## src/rtl/loop_sequencer_if.sv

```systemverilog
// Handshake bundle between the loop sequencer and its ADC/PID/DAC peripherals.
// The master side is the sequencer; the slave side drives enables and done pulses.
interface loop_sequencer_if;
    logic        en;
    logic        clr_err;
    logic        adc_done;
    logic        pid_done;
    logic        dac_done;
    logic        adc_start;
    logic        pid_start;
    logic        dac_start;
    logic        busy;
    logic [1:0]  state;
    logic [15:0] sample_cnt;
    logic        overrun;
    logic        timeout_err;
    logic [1:0]  err_stage;

    modport master (
        input  en, clr_err, adc_done, pid_done, dac_done,
        output adc_start, pid_start, dac_start, busy, state,
               sample_cnt, overrun, timeout_err, err_stage
    );

    modport slave (
        output en, clr_err, adc_done, pid_done, dac_done,
        input  adc_start, pid_start, dac_start, busy, state,
               sample_cnt, overrun, timeout_err, err_stage
    );
endinterface

```

## src/rtl/loop_sequencer.sv

```systemverilog
// Periodic ADC -> PID -> DAC control-loop sequencer with per-stage timeout
// and sticky overrun / timeout error reporting.
module loop_sequencer #(
    parameter int unsigned PERIOD  = 64,
    parameter int unsigned TIMEOUT = 48
) (
    input  logic             clk,
    input  logic             rst,
    loop_sequencer_if.master bus
);
    typedef enum logic [1:0] {
        S_IDLE = 2'd0,
        S_ADC  = 2'd1,
        S_PID  = 2'd2,
        S_DAC  = 2'd3
    } state_e;

    localparam logic [15:0] PER_LAST = 16'(PERIOD - 1);
    localparam logic [15:0] TO_LAST  = 16'(TIMEOUT - 1);

    state_e      state_q, state_d;
    logic [15:0] per_q, per_d;
    logic [15:0] stg_q, stg_d;
    logic [15:0] cnt_q, cnt_d;
    logic        adc_start_q, adc_start_d;
    logic        pid_start_q, pid_start_d;
    logic        dac_start_q, dac_start_d;
    logic        overrun_q, overrun_d;
    logic        tmo_q, tmo_d;
    logic [1:0]  err_stage_q, err_stage_d;
    logic        tick;
    logic        stage_to;

    assign tick = bus.en && (per_q == PER_LAST);

    always_ff @(posedge clk or posedge rst) begin
        if (rst) begin
            state_q     <= S_IDLE;
            per_q       <= 16'd0;
            stg_q       <= 16'd0;
            cnt_q       <= 16'd0;
            adc_start_q <= 1'b0;
            pid_start_q <= 1'b0;
            dac_start_q <= 1'b0;
            overrun_q   <= 1'b0;
            tmo_q       <= 1'b0;
            err_stage_q <= 2'd0;
        end else begin
            state_q     <= state_d;
            per_q       <= per_d;
            stg_q       <= stg_d;
            cnt_q       <= cnt_d;
            adc_start_q <= adc_start_d;
            pid_start_q <= pid_start_d;
            dac_start_q <= dac_start_d;
            overrun_q   <= overrun_d;
            tmo_q       <= tmo_d;
            err_stage_q <= err_stage_d;
        end
    end

    always_comb begin
        state_d     = state_q;
        adc_start_d = 1'b0;
        pid_start_d = 1'b0;
        dac_start_d = 1'b0;
        stage_to    = 1'b0;
        per_d       = (bus.en && !tick) ? per_q + 16'd1 : 16'd0;

        // A done in the last allowed cycle takes priority over the timeout.
        unique case (state_q)
            S_IDLE: if (tick) begin
                state_d     = S_ADC;
                adc_start_d = 1'b1;
            end
            S_ADC: if (bus.adc_done) begin
                state_d     = S_PID;
                pid_start_d = 1'b1;
            end else if (stg_q == TO_LAST) begin
                state_d  = S_IDLE;
                stage_to = 1'b1;
            end
            S_PID: if (bus.pid_done) begin
                state_d     = S_DAC;
                dac_start_d = 1'b1;
            end else if (stg_q == TO_LAST) begin
                state_d  = S_IDLE;
                stage_to = 1'b1;
            end
            S_DAC: if (bus.dac_done) begin
                state_d = S_IDLE;
            end else if (stg_q == TO_LAST) begin
                state_d  = S_IDLE;
                stage_to = 1'b1;
            end
            default: state_d = S_IDLE;
        endcase

        stg_d = (state_q == S_IDLE || state_d != state_q) ? 16'd0 : stg_q + 16'd1;
        cnt_d = (state_q == S_DAC && bus.dac_done) ? cnt_q + 16'd1 : cnt_q;

        overrun_d   = overrun_q;
        tmo_d       = tmo_q;
        err_stage_d = err_stage_q;
        if (bus.clr_err) begin
            overrun_d   = 1'b0;
            tmo_d       = 1'b0;
            err_stage_d = 2'd0;
        end
        // Set events are applied after the clear so they win a same-cycle collision.
        if (tick && state_q != S_IDLE) overrun_d = 1'b1;
        if (stage_to) begin
            tmo_d       = 1'b1;
            err_stage_d = state_q;
        end
    end

    assign bus.adc_start   = adc_start_q;
    assign bus.pid_start   = pid_start_q;
    assign bus.dac_start   = dac_start_q;
    assign bus.busy        = (state_q != S_IDLE);
    assign bus.state       = state_q;
    assign bus.sample_cnt  = cnt_q;
    assign bus.overrun     = overrun_q;
    assign bus.timeout_err = tmo_q;
    assign bus.err_stage   = err_stage_q;
endmodule

```

## src/flat_wrapper.sv

```systemverilog
// flat-port wrapper written by rule: the top's interface ports become plain ports
module loop_sequencer_flat 
#(
    parameter int unsigned PERIOD  = 64,
    parameter int unsigned TIMEOUT = 48
)
  (clk, rst, bus_en, bus_clr_err, bus_adc_done, bus_pid_done, bus_dac_done, bus_adc_start, bus_pid_start, bus_dac_start, bus_busy, bus_state, bus_sample_cnt, bus_overrun, bus_timeout_err, bus_err_stage);
  loop_sequencer_if bus_i ();
  input  logic clk;
  input  logic rst;
  input wire logic [$bits(bus_i.en)-1:0] bus_en;
  input wire logic [$bits(bus_i.clr_err)-1:0] bus_clr_err;
  input wire logic [$bits(bus_i.adc_done)-1:0] bus_adc_done;
  input wire logic [$bits(bus_i.pid_done)-1:0] bus_pid_done;
  input wire logic [$bits(bus_i.dac_done)-1:0] bus_dac_done;
  output wire logic [$bits(bus_i.adc_start)-1:0] bus_adc_start;
  output wire logic [$bits(bus_i.pid_start)-1:0] bus_pid_start;
  output wire logic [$bits(bus_i.dac_start)-1:0] bus_dac_start;
  output wire logic [$bits(bus_i.busy)-1:0] bus_busy;
  output wire logic [$bits(bus_i.state)-1:0] bus_state;
  output wire logic [$bits(bus_i.sample_cnt)-1:0] bus_sample_cnt;
  output wire logic [$bits(bus_i.overrun)-1:0] bus_overrun;
  output wire logic [$bits(bus_i.timeout_err)-1:0] bus_timeout_err;
  output wire logic [$bits(bus_i.err_stage)-1:0] bus_err_stage;
  assign bus_i.en = bus_en;
  assign bus_i.clr_err = bus_clr_err;
  assign bus_i.adc_done = bus_adc_done;
  assign bus_i.pid_done = bus_pid_done;
  assign bus_i.dac_done = bus_dac_done;
  assign bus_adc_start = bus_i.adc_start;
  assign bus_pid_start = bus_i.pid_start;
  assign bus_dac_start = bus_i.dac_start;
  assign bus_busy = bus_i.busy;
  assign bus_state = bus_i.state;
  assign bus_sample_cnt = bus_i.sample_cnt;
  assign bus_overrun = bus_i.overrun;
  assign bus_timeout_err = bus_i.timeout_err;
  assign bus_err_stage = bus_i.err_stage;
  loop_sequencer #(.PERIOD(PERIOD), .TIMEOUT(TIMEOUT)) u_core (.clk(clk), .rst(rst), .bus(bus_i));
endmodule
```

## config.mk

```make
export PLATFORM = sky130hd
export DESIGN_NAME = loop_sequencer_flat
export DESIGN_NICKNAME = d
export VERILOG_FILES = /design/src/rtl/loop_sequencer_if.sv /design/src/rtl/loop_sequencer.sv /design/src/flat_wrapper.sv
export SDC_FILE = /design/constraint.sdc
export NUM_CORES = 1
export LEC_CHECK = 0
export BUFFER_PORTS_ARGS = -buffer_cell sky130_fd_sc_hd__buf_4
export CELL_PAD_IN_SITES_DETAIL_PLACEMENT = 0
export CELL_PAD_IN_SITES_GLOBAL_PLACEMENT = 1
export CORE_AREA = 2 2 86 88
export DETAILED_ROUTE_END_ITERATION = 10
export DIE_AREA = 0 0 88 90
export PLACE_DENSITY = 0.75
export SETUP_SLACK_MARGIN = 0.3
export SYNTH_ARGS = -nofsm -noshare
export SYNTH_HDL_FRONTEND = slang
export SYNTH_SLANG_ARGS = --single-unit
```

## constraint.sdc

```tcl
create_clock -name clk -period 1.8 [get_ports clk]
set_input_delay 0.27 -clock clk [delete_from_list [all_inputs] [get_ports clk]]
set_output_delay 0.27 -clock clk [all_outputs]
set_load 0.05 [all_outputs]
```

==> summary.md, run 1 <==
| Metric | Value |
|---|---|
| Primary FF master, synth | `dfrtp_1` |
| Fillers | `589` |
| Seq/Total Area, Yosys | `approximately half` |
| Clock buffer count from CTS | `9` |
| Layout area overhead | `48.9%` |
| Synth Net Count | `271` |
| CTS tree | `yes` |
| H-tree Lvls | `3` |
| Final Power | `approximately 4.4 mW` |
| Area of the multi-input gates | `about 0.0016 mm^2` |
| Global-route wire length before repair | `11700 um` |
| DIE AREA | `just under 0.008 mm^2` |
| Kind of critical path | `register to register` |
| Top-Level Pins | `33` |
| DR vias | `around 2400` |
| Int Pwr | `~2.7 mW` |
| DRC | `0` |
| Cell count after synthesis | `261` |
| Worst skew pair latency | `0.34 ns` |
| Clock transition at path regs | `0.07 ns` |
| Row count | `31` |
| All-Layer GR Usage | `around a fifth` |
| Final worst path period share | `approximately 99%` |
| Die span in y | `roughly 90 um` |
| Failing checks | `negative hold slack` |
| Async SR Flop Fraction | `100%` |
| Hpwl dp | `around 4400 um` |
| Sw Pwr | `roughly 1.7 mW` |
| Leak | `approximately 1.8 nW` |
| Hold WS | `-0.00369 ns` |
| Number of synthesized register bits | `between 50 and 60` |
| Combinational cell fraction of total power | `a little over two fifths` |
| Max-cap violations | `0` |
| P per Cell Area | `roughly 1100 mW/mm^2` |
| Unrepaired setup endpoints after global routing | `true` |
| Via density | `between 5 and 6` |
| Grt total ovfl | `0` |
| Final Max Tran Viols | `0` |
| WP data required | `~2 ns` |
| # placed instances | `between 400 and 500` |
| R2r startpoint | `u_core.stg_q[0]` |
| Fraction of layout cells with a size suffix above 1 | `roughly half` |
| Outcome | `complete, but fails checks` |
| DR WL/cell | `roughly 16 um` |
| Worst-margin pin slew | `0.576 ns` |
| Relative slew slack | `61.5%` |
| Core box area | `approximately 0.007 mm^2` |
| Net Sw Frac | `between 30% and 40%` |
| Vias in the first global route | `about 2400` |
| Startpoint class of the critical path | `register` |
| Worst hold path type | `primary input to asynchronous set/reset pin` |
| FF-to-FF setup slack | `around 0.014 ns` |
| Most common cell after layout, fill and taps aside | `buf_4` |
| Clock Tree Root | `clkbuf_8` |
| Post-Syn Area | `roughly 0.0028 mm^2` |
| Most frequent cells in the layout | `buf_4, dfrtp_1, xor2_1, nand4_1, nand2_1` |
| Initial antenna violation count | `0` |
| Total Wirelength | `around 7100 um` |
| Routability cong. | `between 0.8 and 0.9` |
| Post-Layout Cell Count | `between 400 and 500` |
| Worst r2r dst | `u_core.stg_q[12]` |
| CTS Buffer Depth | `2` |
| Initial core utilization | `between 30% and 40%` |
| Final number of hold-violating endpoints | `13` |
| Yosys cell types | `41` |
| CTS sink count | `57` |
| Reg power frac | `34.9%` |
| Antenna cells | `0` |
| Critical Path End Type | `register` |
| Final setup viols | `0` |
| Largest net degree at the start of global routing | `27` |
| Storage cell area | `approximately 0.0014 mm^2` |
| Initial DRT Pass Iterations | `4` |
| Max IR drop VDD | `~0.65 mV` |
| Final ANT Viol Nets | `0` |
| DR iter-0 viols | `about 130` |
| IO Port Bufs | `32` |
| Max frequency | `about 560 MHz` |
| Die width | `between 80 and 90 um` |
| Layout Skew | `0.0120 ns` |
| Number of enable flip-flop cells after synthesis | `0` |
| Syn Area/Cell | `about 11 um^2` |
| Ys Warns | `0` |
| Clk pwr share | `between 20% and 30%` |
| Final min period | `roughly 1.8 ns` |
| Nets@finish | `roughly 360` |
| Peak fanout along the critical path | `8` |
| Worst R2R Path Depth | `7` |
| Worst Path Arrival | `roughly 2 ns` |
[cells in the mapped netlist (5+ instances only)]
cell type,count,area (um^2)
a221oi_1,13,114
nor2_1,16,60.1
and4_1,5,43.8
or3_1,6,37.5
xnor2_1,14,123
nand3_1,12,60.1
nand4_1,16,100
nand2_1,16,60.1
and3_1,10,62.6
dfrtp_1,57,1430
o21ai_0,6,30.0
clkbuf_1,5,18.8
inv_1,8,30.0
a21oi_1,6,30.0
nor4_1,7,43.8
xor2_1,22,193
[layer usage]
metal	GRT usage (%)	wire length, um	vias up
met4	6.28	185	0
met2	30.3	3550	42
met5	0	0	-
met1	24.3	3140	1171
met3	5.51	205	14
li1	-	-	1137
[per-stage QoR]
stage	hold slack, ns	worst slack [ns]	utilization, %	cell area, um^2	TNS [ns]
floorplan	0.357	0.0803	-	2910	0
CTS	0.00765	0.0451	56.9	3990	0
detailed placement	0.377	-0.0297	48.6	3410	-0.0544
global route	0.0270	-0.0500	59.2	4160	-0.618
finish	-0.00369	0.0140	59.2	4160	0
global placement	0.378	0.0514	48.6	3410	0
[worst max-delay path, stage by stage (launching register included)]
cell       delay [ns]
dfrtp_1          0.40
ha_2             0.21
and4_4           0.22
buf_6            0.10
nand4_1          0.13
a32oi_4          0.31
clkbuf_16        0.23
a221oi_2         0.06
[how the worst max path moves through the flow]
stage	from	end	slack, ns	cells after the start
floorplan	u_core.stg_q[0]	u_core.stg_q[13]	0.08	6
global placement	u_core.stg_q[1]	u_core.bus.err_stage[1]	0.05	5
detailed placement	u_core.stg_q[1]	u_core.stg_q[13]	-0.03	6
CTS	u_core.stg_q[4]	u_core.stg_q[15]	0.05	4
global route	u_core.stg_q[0]	u_core.stg_q[1]	-0.05	7
finish	u_core.stg_q[0]	u_core.stg_q[12]	0.01	7
[registers in the layout, summed over array words and instances (netlist names)]
register / cells
u_core.bus.adc_start: 1
u_core.bus.dac_start: 1
u_core.bus.err_stage: 2
u_core.bus.overrun: 1
u_core.bus.pid_start: 1
u_core.bus.sample_cnt: 16
u_core.bus.state: 2
u_core.bus.timeout_err: 1
u_core.per_q: 16
u_core.stg_q: 16
[cells by family (layout without fill, tap and decap cells)]
logic type               after synthesis  count (layout)  share of synthesized area [%]
flip-flops                            57              57                           51.1
adder cells (fa/ha/maj)                3               3                           1.34
AO/OA/AOI/OAI                         35              35                           10.1
XOR/XNOR                              36              36                           11.3
buffers and inverters                 19             115                           3.23
multiplexers                           3               3                           1.17
AND/OR/NAND/NOR                      108             108                           21.7
[power by group through the flow]
| stage | clock network (mW) | logic (mW) | registers, mW |
|---|---|---|---|
| final | 1.04 | 1.83 | 1.54 |
| after global routing | 1.15 | 1.92 | 1.56 |
| after CTS | 1.06 | 1.67 | 1.53 |
| after detailed placement | 0 | 1.21 | 1.59 |
| after global placement | 0 | 1.20 | 1.58 |
| after floorplan | 0 | 0.623 | 1.81 |
[cell type report]
class / instances / share of cell area [%]
timing repair buffer: 91 / 19.8
clock buffer: 9 / 2.98
inverter: 8 / 0.813
multi-input combinational: 185 / 37.7
tap: 99 / 2.98
sequential: 57 / 34.7
clock inverter: 7 / 1.14
[repair_timing]
| item | in CTS | in global routing |
|---|---|---|
| setup endpoints to repair | 44 | 43 |
| gates cloned | 1 | 1 |
| hold buffers | 0 | 0 |
| pin swaps | 23 | 17 |
| setup buffers | 22 | 8 |
| gates resized for setup | 43 | 25 |
(Power assumes the default switching activity.)
==> run 2: changes to the inputs <==
--- a/config.mk
+++ b/config.mk
@@ -5,12 +5,12 @@
 export SDC_FILE = /design/constraint.sdc
 export NUM_CORES = 1
 export LEC_CHECK = 0
-export BUFFER_PORTS_ARGS = -buffer_cell sky130_fd_sc_hd__buf_4
 export CELL_PAD_IN_SITES_DETAIL_PLACEMENT = 0
 export CELL_PAD_IN_SITES_GLOBAL_PLACEMENT = 1
-export CORE_AREA = 2 2 86 88
+export CORE_AREA = 2 2 82 84
 export DETAILED_ROUTE_END_ITERATION = 10
-export DIE_AREA = 0 0 88 90
+export DIE_AREA = 0 0 84 86
+export DONT_BUFFER_PORTS = 1
 export PLACE_DENSITY = 0.75
 export SETUP_SLACK_MARGIN = 0.3
 export SYNTH_ARGS = -nofsm -noshare
==> run 2 against run 1 <==
Against the previous run:
- the flow now finishes without violations
- combinational power shrank 22%
- worst setup slack gained 0.034 ns
- sequential cell count is the same
- global-route usage shrank 0.15 points
- via count shrank 3.6%
- fmax grew 2.0%
- wire length shrank 9.0%
- critical path type unchanged
- highest routed layer unchanged
==> summary.md, run 2 (synthesis gave the netlist of run 1 again) <==
| Metric | Value |
|---|---|
| Most frequent cells in the layout | `buf_4, dfrtp_1, xor2_1, nand4_1, nand2_1 (unchanged)` |
| Initial DRT Pass Iterations | `5 (was 4)` |
| DR vias | `2278 (was 2364)` |
| Core box area | `0.00628 mm^2 (was 0.00702 mm^2)` |
| Outcome | `finished, final reports clean (was complete, but fails checks)` |
| Worst skew pair latency | `0.33 ns (was 0.34 ns)` |
| Clock Tree Root | `clkbuf_8 (unchanged)` |
| H-tree Lvls | `3 (unchanged)` |
| Initial core utilization | `44.5% (was 39.8%)` |
| DR WL/cell | `15.8 um (was 15.5 um)` |
| Critical Path End Type | `register (unchanged)` |
| Final worst slack | `0.0484 ns (was 0.0140 ns)` |
| DIE AREA | `0.00722 mm^2 (was 0.00792 mm^2)` |
| Fraction of layout cells with a size suffix above 1 | `40.0% (was 49.0%)` |
| Layout Skew | `0.00794 ns (was 0.0120 ns)` |
| Combinational cell fraction of total power | `33.6% (was 41.6%)` |
| Total Wirelength | `6450 um (was 7090 um)` |
| Hpwl dp | `4090 um (was 4400 um)` |
| Met2 Usage GRT | `31.1% (was 30.3%)` |
| All-Layer GR Usage | `18.8% (was 18.9%)` |
| Max-cap violations | `0 (unchanged)` |
| Vias in the first global route | `2310 (was 2423)` |
| Via density | `5.60 (was 5.18)` |
| Clk pwr share | `28.4% (was 23.5%)` |
| Peak fanout along the critical path | `4 (was 8)` |
| Startpoint class of the critical path | `register (unchanged)` |
| Final ANT Viol Nets | `0 (unchanged)` |
| Final worst path period share | `97.3% (was 99.2%)` |
| CTS Buffer Depth | `2 (unchanged)` |
| Dpl ws | `-0.00779 ns (was -0.0297 ns)` |
| Final setup viols | `0 (unchanged)` |
| IO Port Bufs | `0 (was 32)` |
| CTS tree | `yes (unchanged)` |
| Top-Level Pins | `33 (unchanged)` |
| Leak | `1.71 nW (was 1.84 nW)` |
| Die width | `84 um (was 88 um)` |
| Layout area overhead | `39.1% (was 48.9%)` |
| Worst Hold Launch | `bus_en` |
| Final number of hold-violating endpoints | `0 (was 13)` |
| Final Max Tran Viols | `0 (unchanged)` |
| Final min period | `1.75 ns (was 1.79 ns)` |
| Die span in y | `86 um (was 90 um)` |
| Grt total ovfl | `0 (unchanged)` |
| Clock buffer count from CTS | `9 (unchanged)` |
| Max IR drop VDD | `0.979 mV (was 0.650 mV)` |
| Nets@finish | `335 (was 362)` |
| Launch point of the worst path | `u_core.stg_q[6] (was u_core.stg_q[0])` |
| # placed instances | `374 (was 408)` |
| DRC | `0 (unchanged)` |
| Met3 usage | `4.14% (was 5.51%)` |
| DR iter-0 viols | `96 (was 129)` |
| Global-route wire length before repair | `10800 um (was 11700 um)` |
| CTS sink count | `57 (unchanged)` |
| Fillers | `495 (was 589)` |
| Clock transition at path regs | `0.07 ns (about the same)` |
| Busiest grt layer | `met2 (unchanged)` |
| Relative slew slack | `65.9% (was 61.5%)` |
| Largest net degree at the start of global routing | `41 (was 27)` |
| Met1 usage | `23.7% (was 24.3%)` |
| Initial antenna violation count | `0 (unchanged)` |
| Max frequency | `571 MHz (was 560 MHz)` |
| Kind of critical path | `register to register (unchanged)` |
| R2r startpoint | `u_core.stg_q[6] (was u_core.stg_q[0])` |
| Post-Layout Cell Count | `407 (was 456)` |
| WP data required | `2.02 ns (was 2.01 ns)` |
| Worst-margin pin slew | `0.512 ns (was 0.576 ns)` |
| Worst Path Arrival | `1.97 ns (was 2.00 ns)` |
| Antenna cells | `0 (unchanged)` |
| P per Cell Area | `1100 mW/mm^2 (was 1060 mW/mm^2)` |
| Util after Layout | `61.9% (was 59.2%)` |
| Row count | `29 (was 31)` |
| Routability cong. | `0.832 (was 0.876)` |
| Int Pwr | `2.67 mW (was 2.72 mW)` |
| Reg power frac | `38.0% (was 34.9%)` |
| Sw Pwr | `1.60 mW (was 1.69 mW)` |
| Net Sw Frac | `37.4% (was 38.4%)` |
| Unrepaired setup endpoints after global routing | `true (unchanged)` |
| Worst hold path type | `primary input to register (was primary input to asynchronous set/reset pin)` |
## run 2: cell count changes in the layout (fill, tap and decap cells not counted), sizes merged
cell and change:
buf -27, clkinv -3, clkbuf +1, dlygate4sd3 +1, bufinv +1
## run 2: final cells by class
cell class              instances  area, um^2  area share [%]
multi-input cells             185        1520            39.2
flip-flops and latches         57        1440            37.0
repair buffers                 64         596            15.3
clock buffers                  11         141            3.64
well taps                      77        96.3            2.48
clock inverters                 5        55.1            1.42
inverters                       8        33.8           0.870
## run 2: power groups by stage
stage	clock network (mW)	logic [mW]	registers, mW
floorplan	0	0.623	1.81
global placement	0	1.13	1.63
detailed placement	0	1.14	1.63
CTS	1.23	1.35	1.62
global route	1.30	1.52	1.64
finish	1.21	1.43	1.62
## run 2: repair_timing
action                                 CTS  global route
endpoints found under the hold margin   17             0
setup endpoints to repair               48            44
cloned                                   1             0
resized for setup                       28            21
pin swaps                               15             9
setup buffers                           10             5
hold buffers                             1             0
## run 2: metal layers
metal	part of all wire, %	routed length [um]
met4	1.5	99
met3	4.8	307
met2	50	3190
met5	0	0
met1	44	2850
## run 2: worst max-delay path: stages, from the launching register on
cell and delay [ns]:
dfrtp_1 0.43, nand2_1 0.12, or3_4 0.41, or4_1 0.40, a222oi_1 0.29
## run 2: worst paths after layout
path	to	slack, ns	cells after the start
max in group asynchronous	u_core.bus.sample_cnt[6]	0.84	3
worst max register to register	u_core.stg_q[15]	0.05	4
worst min register to register	u_core.bus.sample_cnt[11]	0.53	1
worst min-delay path	u_core.per_q[1]	0.09	1
min in group asynchronous	u_core.bus.overrun	0.41	2
worst max-delay path	u_core.stg_q[15]	0.05	4
## run 2: metrics by stage
| stage | hold WS (ns) | instance area (um^2) | power, mW | setup TNS (ns) |
|---|---|---|---|---|
| 3_5_place_dp | 0.165 | 3310 | 2.77 | -0.00779 |
| 3_3_place_gp | 0.162 | 3310 | 2.75 | 0 |
| 6_report | 0.0878 | 3880 | 4.27 | 0 |
| 5_1_grt | 0.0667 | 3880 | 4.45 | -0.203 |
| 4_1_cts | 0.0741 | 3730 | 4.20 | 0 |
| 2_1_floorplan | 0.357 | 2910 | 2.43 | 0 |
